## src/rtl/multiplier_pkg.sv

```systemverilog
// Types for the multiplier scheduler: FSM state encoding and the grant-index
// type, sized for the largest supported requester count.
package multiplier_pkg;

    localparam int DEFAULT_NUM_REQ = 4;
    localparam int MAX_NUM_REQ     = 8;

    typedef logic [$clog2(MAX_NUM_REQ)-1:0] grant_idx_t;

    typedef enum logic [1:0] {
        IDLE,
        START,
        WAIT,
        RESP
    } sched_state_e;

endpackage : multiplier_pkg

```

## src/rtl/params_pkg.sv

```systemverilog
// Arithmetic parameters shared by the Montgomery datapath: word width and the
// Dilithium modulus q = 8380417 with its bit length.
package params_pkg;

    localparam int DATA_LENGTH = 32;

    localparam logic [DATA_LENGTH-1:0] MODULUS        = 32'd8380417;
    localparam logic [DATA_LENGTH-1:0] MODULUS_LENGTH = 32'd23;

endpackage : params_pkg

```

## src/rtl/montgomery_rr_scheduler_rr_arbiter.sv

```systemverilog
// rr_arbiter: combinational round-robin grant. The search starts one past the
// last served requester and wraps at NUM_REQ, so the last winner ranks lowest.
module rr_arbiter
    import multiplier_pkg::*;
#(
    parameter int NUM_REQ = DEFAULT_NUM_REQ
) (
    input  logic [NUM_REQ-1:0] req,
    input  grant_idx_t         ptr,
    output logic [NUM_REQ-1:0] gnt,
    output grant_idx_t         gnt_idx,
    output logic               gnt_any
);

    localparam int IDX_W = $clog2(NUM_REQ);

    logic [IDX_W-1:0] idx;

    always_comb begin
        // NOTE: every output of this block gets a default before the search
        // loop, so no path through it can leave a value held (no latch).
        gnt     = '0;
        gnt_idx = '0;
        gnt_any = 1'b0;
        idx     = '0;
        for (int i = 1; i <= NUM_REQ; i++) begin
            idx = IDX_W'((int'(ptr) + i) % NUM_REQ);
            if (!gnt_any && req[idx]) begin
                gnt[idx] = 1'b1;
                gnt_idx  = grant_idx_t'(idx);
                gnt_any  = 1'b1;
            end
        end
    end

endmodule : rr_arbiter

```

## src/rtl/montgomery_rr_scheduler.sv

```systemverilog
// Round-robin front end sharing one bit-serial Montgomery core among NUM_REQ
// requesters. Define MONT_SCHED_TIMEOUT_EN to abort WAIT after TIMEOUT_CYCLES.
module montgomery_rr_scheduler
    import params_pkg::*;
    import multiplier_pkg::*;
#(
    parameter int NUM_REQ        = DEFAULT_NUM_REQ,
    parameter int TIMEOUT_CYCLES = 4 * DATA_LENGTH
) (
    input  logic                           clk_i,
    input  logic                           rst_ni,
    input  logic [NUM_REQ-1:0]             req_valid_i,
    output logic [NUM_REQ-1:0]             req_ready_o,
    input  logic [NUM_REQ*DATA_LENGTH-1:0] req_x_i,
    input  logic [NUM_REQ*DATA_LENGTH-1:0] req_y_i,
    output logic [NUM_REQ-1:0]             resp_valid_o,
    input  logic [NUM_REQ-1:0]             resp_ready_i,
    output logic [DATA_LENGTH-1:0]         resp_data_o,
    output logic                           resp_err_o,
    output logic                           mm_start_o,
    output logic [DATA_LENGTH-1:0]         mm_x_o,
    output logic [DATA_LENGTH-1:0]         mm_y_o,
    output logic [DATA_LENGTH-1:0]         mm_m_o,
    output logic [DATA_LENGTH-1:0]         mm_m_bl_o,
    input  logic [DATA_LENGTH-1:0]         mm_result_i,
    input  logic                           mm_valid_i
);

    if (NUM_REQ < 2 || NUM_REQ > MAX_NUM_REQ || TIMEOUT_CYCLES < 1) begin : g_bad_cfg
        $error("montgomery_rr_scheduler: NUM_REQ must be 2..8 and TIMEOUT_CYCLES >= 1");
    end

    sched_state_e         state_q;
    grant_idx_t           ptr_q;
    grant_idx_t           gnt_idx_q;
    logic [NUM_REQ-1:0]   gnt_q;

    logic [NUM_REQ-1:0]   arb_gnt;
    grant_idx_t           arb_idx;
    logic                 arb_any;
    logic [DATA_LENGTH-1:0] sel_x;
    logic [DATA_LENGTH-1:0] sel_y;
    logic                 resp_done;

    rr_arbiter #(
        .NUM_REQ (NUM_REQ)
    ) u_rr_arbiter (
        .req     (req_valid_i),
        .ptr     (ptr_q),
        .gnt     (arb_gnt),
        .gnt_idx (arb_idx),
        .gnt_any (arb_any)
    );

    always_comb begin
        sel_x = '0;
        sel_y = '0;
        for (int i = 0; i < NUM_REQ; i++) begin
            if (arb_gnt[i]) begin
                sel_x = req_x_i[i*DATA_LENGTH +: DATA_LENGTH];
                sel_y = req_y_i[i*DATA_LENGTH +: DATA_LENGTH];
            end
        end
    end

    // The accept pulse must land in the same cycle the operands are latched,
    // so it is decoded from state; rst_ni keeps it low while reset is held.
    assign req_ready_o = (state_q == IDLE && rst_ni) ? arb_gnt : '0;
    assign resp_done   = |(resp_ready_i & gnt_q);
    assign mm_m_o      = MODULUS;
    assign mm_m_bl_o   = MODULUS_LENGTH;

`ifdef MONT_SCHED_TIMEOUT_EN
    localparam int CNT_W = $clog2(TIMEOUT_CYCLES + 1);
    logic [CNT_W-1:0] wait_cnt_q;
`else
    assign resp_err_o = 1'b0;
`endif

    // NOTE: all state below uses non-blocking assignments so every register
    // samples the pre-edge values; the async reset clears the whole datapath.
    always_ff @(posedge clk_i or negedge rst_ni) begin
        if (!rst_ni) begin
            state_q      <= IDLE;
            ptr_q        <= grant_idx_t'(NUM_REQ - 1);
            gnt_idx_q    <= '0;
            gnt_q        <= '0;
            mm_start_o   <= 1'b0;
            mm_x_o       <= '0;
            mm_y_o       <= '0;
            resp_valid_o <= '0;
            resp_data_o  <= '0;
`ifdef MONT_SCHED_TIMEOUT_EN
            resp_err_o   <= 1'b0;
            wait_cnt_q   <= '0;
`endif
        end else begin
            mm_start_o <= 1'b0;
            case (state_q)
                IDLE: begin
                    if (arb_any) begin
                        gnt_q      <= arb_gnt;
                        gnt_idx_q  <= arb_idx;
                        mm_x_o     <= sel_x;
                        mm_y_o     <= sel_y;
                        mm_start_o <= 1'b1;
                        state_q    <= START;
                    end
                end
                START: begin
`ifdef MONT_SCHED_TIMEOUT_EN
                    wait_cnt_q <= '0;
`endif
                    state_q <= WAIT;
                end
                WAIT: begin
                    if (mm_valid_i) begin
                        resp_data_o  <= mm_result_i;
                        resp_valid_o <= gnt_q;
                        state_q      <= RESP;
`ifdef MONT_SCHED_TIMEOUT_EN
                    end else if (wait_cnt_q == CNT_W'(TIMEOUT_CYCLES - 1)) begin
                        resp_data_o  <= '0;
                        resp_err_o   <= 1'b1;
                        resp_valid_o <= gnt_q;
                        state_q      <= RESP;
                    end else begin
                        wait_cnt_q <= wait_cnt_q + 1'b1;
`endif
                    end
                end
                RESP: begin
                    // Only the issuing requester's ready can retire the result.
                    if (resp_done) begin
                        resp_valid_o <= '0;
                        ptr_q        <= gnt_idx_q;
                        state_q      <= IDLE;
`ifdef MONT_SCHED_TIMEOUT_EN
                        resp_err_o   <= 1'b0;
`endif
                    end
                end
                default: state_q <= IDLE;
            endcase
        end
    end

endmodule : montgomery_rr_scheduler

```

## config.mk

```make
export PLATFORM = sky130hd
export DESIGN_NAME = montgomery_rr_scheduler
export DESIGN_NICKNAME = d
export VERILOG_FILES = /design/src/rtl/multiplier_pkg.sv /design/src/rtl/params_pkg.sv /design/src/rtl/montgomery_rr_scheduler_rr_arbiter.sv /design/src/rtl/montgomery_rr_scheduler.sv
export SDC_FILE = /design/constraint.sdc
export NUM_CORES = 1
export LEC_CHECK = 0
export CAP_MARGIN = 20
export CORE_AREA = 10 10 174 176
export CTS_CLUSTER_DIAMETER = 60
export CTS_CLUSTER_SIZE = 24
export DETAILED_ROUTE_END_ITERATION = 7
export DIE_AREA = 0 0 184 186
export PLACE_DENSITY_LB_ADDON = 0.2
export SETUP_SLACK_MARGIN = 0.15
export SLEW_MARGIN = 0
export SYNTH_ARGS = -nofsm -noshare
export SYNTH_HDL_FRONTEND = slang
export SYNTH_SLANG_ARGS = --single-unit
```

## constraint.sdc

```tcl
create_clock -name clk_i -period 4.35 [get_ports clk_i]
set_clock_uncertainty 0.05 [all_clocks]
set_input_delay 1.305 -clock clk_i [delete_from_list [all_inputs] [get_ports clk_i]]
set_output_delay 1.305 -clock clk_i [all_outputs]
set_load 0.005 [all_outputs]
```

== Word level (Yosys, flattened, before mapping) ==
Index checks and enable logic that the tools add are counted.
Operators by class
  bitwise logic cells: 4
  shift-type cells: 0
  order comparisons: 8
  multiplexer cells: 46
  eq/ne operators: 6
  multiply operators: 0
  add/sub/neg operators: 4
  reductions and logical operators: 19
  div/mod/pow operators: 0
Operator list (count)
  32-bit 2-to-1 mux: 8
  4-bit 2-to-1 mux: 7
  1-bit 2-to-1 mux: 14
  2-bit 2-to-1 mux: 7
  2-bit by 3-bit less-than comparator with 1-bit output, second input constant: 4
  4-bit bitwise OR: 3
  1-bit binary-select mux with 2-bit select: 4
  1-bit demux with 2-bit select: 4
  2-bit by 1-bit greater-or-equal comparator with 1-bit output, second input constant: 4
  1-bit logical AND: 8
  2-bit case mux with 4 select lines: 1
  4-bit case mux with 2 select lines: 1
  2-bit != test, second input constant: 3
  2-bit AND reduction: 3
  3-bit AND reduction: 2
  2-bit by 1-bit adder with 2-bit output, second input constant: 2
  2-bit adder, second input constant: 2
  4-bit AND: 1
  2-bit == test, second input constant: 2
  4-bit OR reduction: 1
  1-bit logical NOT: 3
  2-bit by 1-bit == test with 1-bit output, second input constant: 1
  2-bit logical NOT: 1
  2-bit nonzero test: 1
Word-level totals
  bits in read-only memories: 0
  latch bits: 0
  register bits: 111
  RAM bits: 0
  memories: 0

== Logic depth before layout (Yosys ltp) ==
Gate-level depths: netlist of run 1.
  word-level depth: 17
  depth in mapped cells: 14
  mapped depth without buffers: 9

== By module ==
From an unflattened synthesis of run 1, not the netlist that was laid out.
Second synthesis, totals
  cells, all modules: 875
  area total of the unflattened synthesis: 7614.8 um^2
By module, submodules not included
  montgomery_rr_scheduler: area each 6974.2 um^2, cells an instance 787, seq. area each 2830.2 um^2, times used 1
  rr_arbiter: area each 640.6 um^2, cells an instance 88, seq. area each 0.0 um^2, times used 1

== Worst setup path after synthesis of run 1 ==
No wires, ideal clock.
  kind: input port to output port
  start point: input port req_valid_i[1]
  end point: output port req_ready_o[0]
  buffers on the path: 2
  path slack: -0.036 ns
  required time: 2.995 ns
  arrival time: 3.031 ns
  stages: 6
  cells stage by stage: mux4_2 > or4b_1 > a32oi_1 > buf_4 > buf_6 > nor2b_1
Between the ends
  word-level cells in the longest chain between the ends: 13
  elaborated cells between the ends (all ways): 25
RTL lines
  start: declaration: RTL line montgomery_rr_scheduler.sv:12  | input logic [NUM_REQ-1:0] req_valid_i,
  1-bit binary-select mux with 2-bit select: RTL line montgomery_rr_scheduler_rr_arbiter.sv:28  | if (!gnt_any && req[idx]) begin
  1-bit 2-to-1 mux (implied by the code): RTL line montgomery_rr_scheduler_rr_arbiter.sv:28
  1-bit 2-to-1 mux: RTL line montgomery_rr_scheduler_rr_arbiter.sv:28
  1-bit logical NOT: RTL line montgomery_rr_scheduler_rr_arbiter.sv:28
  1-bit logical AND: RTL line montgomery_rr_scheduler_rr_arbiter.sv:28
  1-bit 2-to-1 mux: RTL line montgomery_rr_scheduler_rr_arbiter.sv:28
  1-bit logical NOT: RTL line montgomery_rr_scheduler_rr_arbiter.sv:28
  1-bit logical AND: RTL line montgomery_rr_scheduler_rr_arbiter.sv:28
  1-bit 2-to-1 mux: RTL line montgomery_rr_scheduler_rr_arbiter.sv:28
  1-bit logical NOT: RTL line montgomery_rr_scheduler_rr_arbiter.sv:28
  1-bit logical AND: RTL line montgomery_rr_scheduler_rr_arbiter.sv:28
  4-bit 2-to-1 mux *: RTL line montgomery_rr_scheduler_rr_arbiter.sv:28
  4-bit 2-to-1 mux *: RTL line montgomery_rr_scheduler.sv:68  | assign req_ready_o = (state_q == IDLE && rst_ni) ? arb_gnt : '0;
  end: declaration: RTL line montgomery_rr_scheduler.sv:13  | output logic [NUM_REQ-1:0] req_ready_o,
Mark *: on every way between the ends. The rest lies on a longest branch, timed or not. The select of a mux whose other input is x is not followed.

== Worst setup path in the final report of run 1 ==
  start point: input port req_valid_i[0]
  end point: output port req_ready_o[0]
The elaborated chain is that of the path after synthesis.

==> impl_metrics.csv, run 1 <==
group,metric,value,unit
floorplanning,dieWidth,184,um
clock_tree,cts.clk_slew.worst_paths,0.07,ns
place,portBuffers,403,
detailed_routing,detail_route.wl_per_cell,25.0,um
clock_tree,clockBufferDepth,2,
grt,met1_usage,0.239,
place,place_area,11700,um^2
detailed_routing,via_per_inst,5.36,
synth,seq_area_frac_synth,0.369,
worst_setup_path,crit_required,2.99,ns
clock_tree,cts_tree,"yes",
floorplanning,row_count,60,
power,p_leak,5.01,nW
grt,top_usage_layer,"met2",
worst_setup_path,critical_path_buf_inv_count,2,
worst_setup_path,cp_cell_sequence,"buf_6, mux4_2, or4b_4, a32oi_4, nor2b_4, buf_6",
clock_tree,cts_num_sinks,111,
power,finalPower,9.47,mW
detailed_routing,first_iter_violations,407,
worst_setup_path,reg2reg_depth,10,
worst_setup_path,crit_family,"simple AND/OR/NAND/NOR gates",
grt,grt_use_met2,0.353,
place,gp_congestion,0.805,
floorplanning,ios,469,
clock_tree,insertion_delay,0.35,ns
worst_setup_path,worst_path_largest_cell_delay,0.54,ns
layout,fill_cells,2581,
layout,final_common_cell,"clkdlybuf4s50_1",
synth,synth-seq-cells,111,
place,dp_hpwl,26.3,mm
worst_setup_path,critPathLaunchType,"primary input",
layout,layout_common_cells,"clkdlybuf4s50_1, dfrtp_1, nand2_1",
detailed_routing,postRouteAntennaNets,0,
detailed_routing,drt-total-wl,37.5,mm
worst_setup_path,slowest_stage,"or4b_4",
power,p_per_area,780,nW/um^2
hold_path,min_path_cells,2,
floorplanning,core_area,26700,um^2
grt,grt_pass1_wl,54.6,mm
synth,synth_cell_types,41,
floorplanning,fp.dieH,186,um
grt,grt_pass1_vias,8596,
synth,synth_warnings,0,
layout,drive_above_1_share,0.109,
timing,finalHoldViolCount,0,
synth,postSynthAreaPerCell,9.58,um^2
worst_setup_path,worstSetupPathDepth,6,
detailed_routing,drc,0,
clock_tree,ctsRootBufferMaster,"clkbuf_16",
grt,grt_use_total,0.207,
worst_setup_path,critPathArrivalTime,2.93,ns
layout,area_growth_syn_to_layout,61.2,%
floorplanning,die_area,34200,um^2
detailed_routing,num_vias,8047,
grt,antenna_found_initial,7,
worst_setup_path,worst_path_most_repeated_cell,"buf_6",
timing,setup_viol,0,
floorplanning,initial_utilization,0.282,
power,irDropWorstVdd,668,uV
timing,fin_crit,4.29,ns
status,status,"finished, final reports clean",
detailed_routing,dr.pass1.iters,4,
synth,synth_cells,786,
clock_tree,cts_hold_buf,0,
timing,worst_pin_slew,0.985,ns
worst_setup_path,crit_type,"in2out",
synth,synthFlopType,"dfrtp_1",
layout,fin_area,12100,um^2
clock_tree,numCtsBuffers,9,
grt,grt_use_met3,0.0762,
synth,ys_async_sr_fraction,1.00,
synth,synth_area,7530,um^2
grt,overflow,0,
layout,nNetsFinal,1459,
job,maxCapViolCount,0,
worst_setup_path,critPathCaptureType,"primary output",
timing,period_share,0.985,
synth,synth_edf_count,0,
timing,maxSlewViolCount,0,
worst_setup_path,critPathMaxFanout,3,
hold_path,hold_class,"reg2reg",
place,dp.cells,1474,
clock_tree,htree_levels,3,
grt,grt_start_max_net_pins,73,
timing,rsz0062_at_grt,"yes",
layout,stdcell_count,1501,
timing,max_freq,233,MHz
timing,slew_headroom,0.343,
-- sequential cells by signal, summed over array words and instances (netlist names) --
| signal | cells |
|---|---|
| mm_x_o | 32 |
| mm_y_o | 32 |
| resp_data_o | 32 |
| gnt_q | 4 |
| resp_valid_o | 4 |
| gnt_idx_q | 2 |
| ptr_q | 2 |
| state_q | 2 |
| mm_start_o | 1 |
-- stage by stage --
step            util  setup TNS, ns  worst slack [ns]  hold slack (ns)
6_report       0.454              0            0.0631            0.433
5_1_grt        0.454              0           0.00723            0.470
4_1_cts        0.452              0            0.0114            0.442
3_5_place_dp   0.440         -22.94            -0.760            0.425
3_3_place_gp   0.440         -20.30            -0.750            0.414
2_1_floorplan      -       -0.00509          -0.00509            0.396
-- area by class of cell --
cell class	count	area [um^2]	area share
repair buffers	445	4400	0.363
multi-input cells	567	4160	0.343
flip-flops and latches	111	2780	0.229
well taps	341	427	0.0351
clock buffers	9	225	0.0186
clock inverters	7	73.8	0.00608
inverters	15	56.3	0.00464
diodes	6	15.0	0.00124
-- worst paths after layout --
kind / startpoint / to / slack [ns]
worst max-delay path: req_valid_i[0] / req_ready_o[0] / 0.06
worst min-delay path: gnt_idx_q[1] / gnt_idx_q[1] / 0.43
worst max register to register: ptr_q[1] / mm_y_o[30] / 0.58
worst min register to register: gnt_idx_q[1] / gnt_idx_q[1] / 0.43
max in group asynchronous: rst_ni / mm_y_o[30] / 1.76
min in group asynchronous: rst_ni / mm_y_o[18] / 1.01
-- synthesized netlist by cell type, types with 2 or more instances --
master | count | area, um^2
dfrtp_1 | 109 | 2730
nand2_1 | 80 | 300
o31ai_1 | 70 | 526
nor2_1 | 68 | 255
buf_4 | 66 | 495
clkbuf_1 | 65 | 244
a2bb2oi_1 | 64 | 561
a311oi_1 | 64 | 561
o311a_1 | 64 | 641
mux2_2 | 37 | 417
buf_2 | 19 | 95.1
inv_1 | 14 | 52.6
ha_1 | 11 | 138
o21ai_0 | 8 | 40.0
buf_6 | 5 | 56.3
a21o_1 | 4 | 30.0
mux4_2 | 4 | 90.1
a21oi_1 | 3 | 15.0
nand2b_1 | 3 | 18.8
a221oi_1 | 2 | 17.5
a22oi_1 | 2 | 15.0
and3b_1 | 2 | 17.5
conb_1 | 2 | 7.51
dfstp_2 | 2 | 52.6
nor4bb_1 | 2 | 20.0
-- routing by layer --
metal,vias to the layer above,wire length [um]
li1,3636,-
met1,3946,14700
met2,428,18400
met3,33,3830
met4,4,556
met5,-,27
-- where the power goes --
part,switching (mW),total (mW),internal [mW]
Clock,0.464,0.873,0.408
Sequential,0.269,1.83,1.57
Combinational,3.63,6.76,3.13
Total,4.37,9.47,5.10
-- worst register-to-register path, cell delays in order, from the launching register on --
cell and delay (ns):
dfstp_2 0.54, inv_1 0.07, ha_4 0.29, mux4_2 0.51
buf_4 0.19, nor3b_2 0.18, o32ai_4 0.28, buf_4 0.74
nand2_2 0.18, buf_4 0.28, o31ai_1 0.36
-- logic make-up (layout without fill, tap and decap cells) --
logic type,Yosys count,after routing,synth area share
multiplexers,41,41,0.0673
other,2,71,0.000998
AND/OR/NAND/NOR,162,162,0.0886
adder cells (fa/ha/maj),11,11,0.0183
buffers and inverters,171,476,0.126
XOR/XNOR,1,1,0.00116
AO/OA/AOI/OAI,287,287,0.328
flip-flops,111,111,0.369
-- what timing repair did --
item / in CTS / in global routing
setup endpoints to repair: 68 / 4
gates resized for setup: 37 / 5
pin swaps: 5 / 3
setup buffers: 4 / 1
Power figures use the tool's default switching activity.
==> run 2, diff against run 1 <==
Settings changed: CTS_CLUSTER_SIZE 24 to 10, SKIP_LAST_GASP set to 1.
==> results of run 2 <==
No change in the layout: final DEF, timing and power equal those of run 1.
==> run 3, diff against run 2 <==
--- a/config.mk
+++ b/config.mk
@@ -10,3 +10,3 @@
 export CTS_CLUSTER_DIAMETER = 60
-export CTS_CLUSTER_SIZE = 10
+export CTS_CLUSTER_SIZE = 25
 export DETAILED_ROUTE_END_ITERATION = 7
==> constraint.sdc (replaced) <==
create_clock -name clk_i -period 4.35 [get_ports clk_i]
set_clock_uncertainty 0.05 [all_clocks]
set_input_delay 1.0875 -clock clk_i [delete_from_list [all_inputs] [get_ports clk_i]]
set_output_delay 1.0875 -clock clk_i [all_outputs]
set_load 0.005 [all_outputs]
==> impl_metrics.csv, run 3 (synthesis results as in run 1) <==
group,metric,value,unit
timing,worst_pin_slew,0.974,ns
place,dp.cells,1473,
timing,fin_crit,4.11,ns
layout,drive_above_1_share,0.0983,
power,p_seq_frac,0.197,
layout,fin_area,12000,um^2
worst_setup_path,critPathArrivalTime,2.97,ns
detailed_routing,drt-total-wl,36.8,mm
floorplanning,core_area,26700,um^2
floorplanning,die_area,34200,um^2
grt,antenna_found_initial,2,
power,p_int,5.01,mW
floorplanning,ios,469,
power,clkPwrFrac,0.089,
power,p_sw_frac,0.462,
power,finalPower,9.31,mW
worst_setup_path,crit_type,"in2out",
detailed_routing,postRouteAntennaNets,0,
power,p_comb_frac,0.714,
place,place_area,11700,um^2
place,dp_hpwl,26.2,mm
detailed_routing,via_per_inst,5.35,
timing,finalHoldViolCount,0,
layout,finish.utilization,0.450,
detailed_routing,first_iter_violations,489,
floorplanning,fp.dieH,186,um
floorplanning,dieWidth,184,um
clock_tree,clockBufferDepth,2,
grt,grt_pass1_vias,8200,
clock_tree,ctsRootBufferMaster,"clkbuf_16",
worst_setup_path,critPathLaunchType,"primary input",
layout,layout_common_cells,"clkdlybuf4s50_1, dfrtp_1, nand2_1",
place,portBuffers,403,
grt,grt_pass1_wl,53.5,mm
layout,largestRegisters,"mm_x_o x32, mm_y_o x32, resp_data_o x32",
floorplanning,initial_utilization,0.282,
timing,hold_slack,0.436,ns
floorplanning,row_count,60,
power,irDropWorstVdd,893,uV
clock_tree,cts_num_sinks,111,
timing,timing.setup.tns,0,ns
clock_tree,cts_tree,"yes",
hold_path,hold_class,"reg2reg",
layout,final_common_cell,"clkdlybuf4s50_1",
timing,slew_headroom,0.350,
clock_tree,cts.clk_slew.worst_paths,0.09,ns
grt,overflow,0,
detailed_routing,dr.pass1.iters,5,
status,status,"finished, final reports clean",
clock_tree,numCtsBuffers,9,
worst_setup_path,crit_required,3.21,ns
detailed_routing,detail_route.wl_per_cell,24.7,um
timing,period_share,0.945,
clock_tree,cts_hold_buf,0,
detailed_routing,num_vias,7982,
place,gp_congestion,0.787,
grt,grt_use_total,0.202,
job,maxCapViolCount,0,
layout,nNetsFinal,1454,
clock_tree,insertion_delay,0.35,ns
layout,stdcell_count,1491,
worst_setup_path,critPathMaxFanout,3,
place,place_ws,-0.420,ns
detailed_routing,drc,0,
timing,setup_slack,0.239,ns
power,p_per_area,774,nW/um^2
layout,area_growth_syn_to_layout,59.6,%
timing,max_freq,243,MHz
timing,setup_viol,0,
power,p_leak,4.94,nW
timing,maxSlewViolCount,0,
timing,rsz0062_at_grt,"no",
clock_tree,htree_levels,3,
power,p_switching,4.30,mW
grt,grt_start_max_net_pins,73,
worst_setup_path,critPathCaptureType,"primary output",
## run 3: cell count changes in the layout (fill, tap and decap cells not counted), moves of 2 or more
cell,change
buf_2,-2
buf_4,-2
buf_6,-7
clkinv_8,-2
clkinvlp_4,+2
diode_2,-5
dlygate4sd2_1,+5
## run 3: worst max-delay path, cell delays in order
cell	delay [ns]
dlygate4sd2_1	0.25
mux4_2	0.49
or4b_4	0.55
a32oi_4	0.20
nor2b_4	0.18
clkdlybuf4s15_2	0.22
## run 3: path summary, 6_finish.rpt
kind	startpoint	cells after the start	endpoint	slack (ns)
worst min-delay path	gnt_idx_q[0]	2	gnt_idx_q[0]	0.44
min in group asynchronous	rst_ni	2	mm_y_o[13]	0.81
max in group asynchronous	rst_ni	3	resp_data_o[31]	2.03
worst max register to register	ptr_q[1]	11	mm_y_o[8]	0.54
worst min register to register	gnt_idx_q[0]	2	gnt_idx_q[0]	0.44
worst max-delay path	req_valid_i[0]	6	req_ready_o[0]	0.24
## run 3: timing repair
item	in CTS	in global routing
buffers inserted	1	0
resized for setup	15	1
pin swaps	2	0
endpoints found under the hold margin	0	0
endpoints found under the setup margin	4	1
## run 3: routing by layer
| metal | vias to the layer above | track usage | part of all wire |
|---|---|---|---|
| met3 | 26 | 0.0620 | 0.096 |
| met4 | 2 | 0.0361 | 0.0098 |
| met2 | 392 | 0.346 | 0.49 |
| met1 | 3947 | 0.245 | 0.41 |
| met5 | - | 0 | 0.00035 |
| li1 | 3615 | - | - |
## run 3: layout make-up
type | count | area (um^2)
repair buffers | 440 | 4340
inverters | 15 | 56.3
flip-flops and latches | 111 | 2780
clock inverters | 7 | 56.3
fillers | 2587 | 14700
diodes | 1 | 2.50
well taps | 341 | 427
clock buffers | 9 | 225
multi-input cells | 567 | 4130
## run 3: power by group through the flow
stage / clock network, mW / registers, mW / logic (mW)
after floorplan: 0 / 1.87 / 3.92
after global placement: 0 / 1.83 / 6.63
after detailed placement: 0 / 1.85 / 6.67
after CTS: 0.876 / 1.83 / 6.69
after global routing: 0.912 / 1.90 / 7.17
final: 0.829 / 1.83 / 6.65
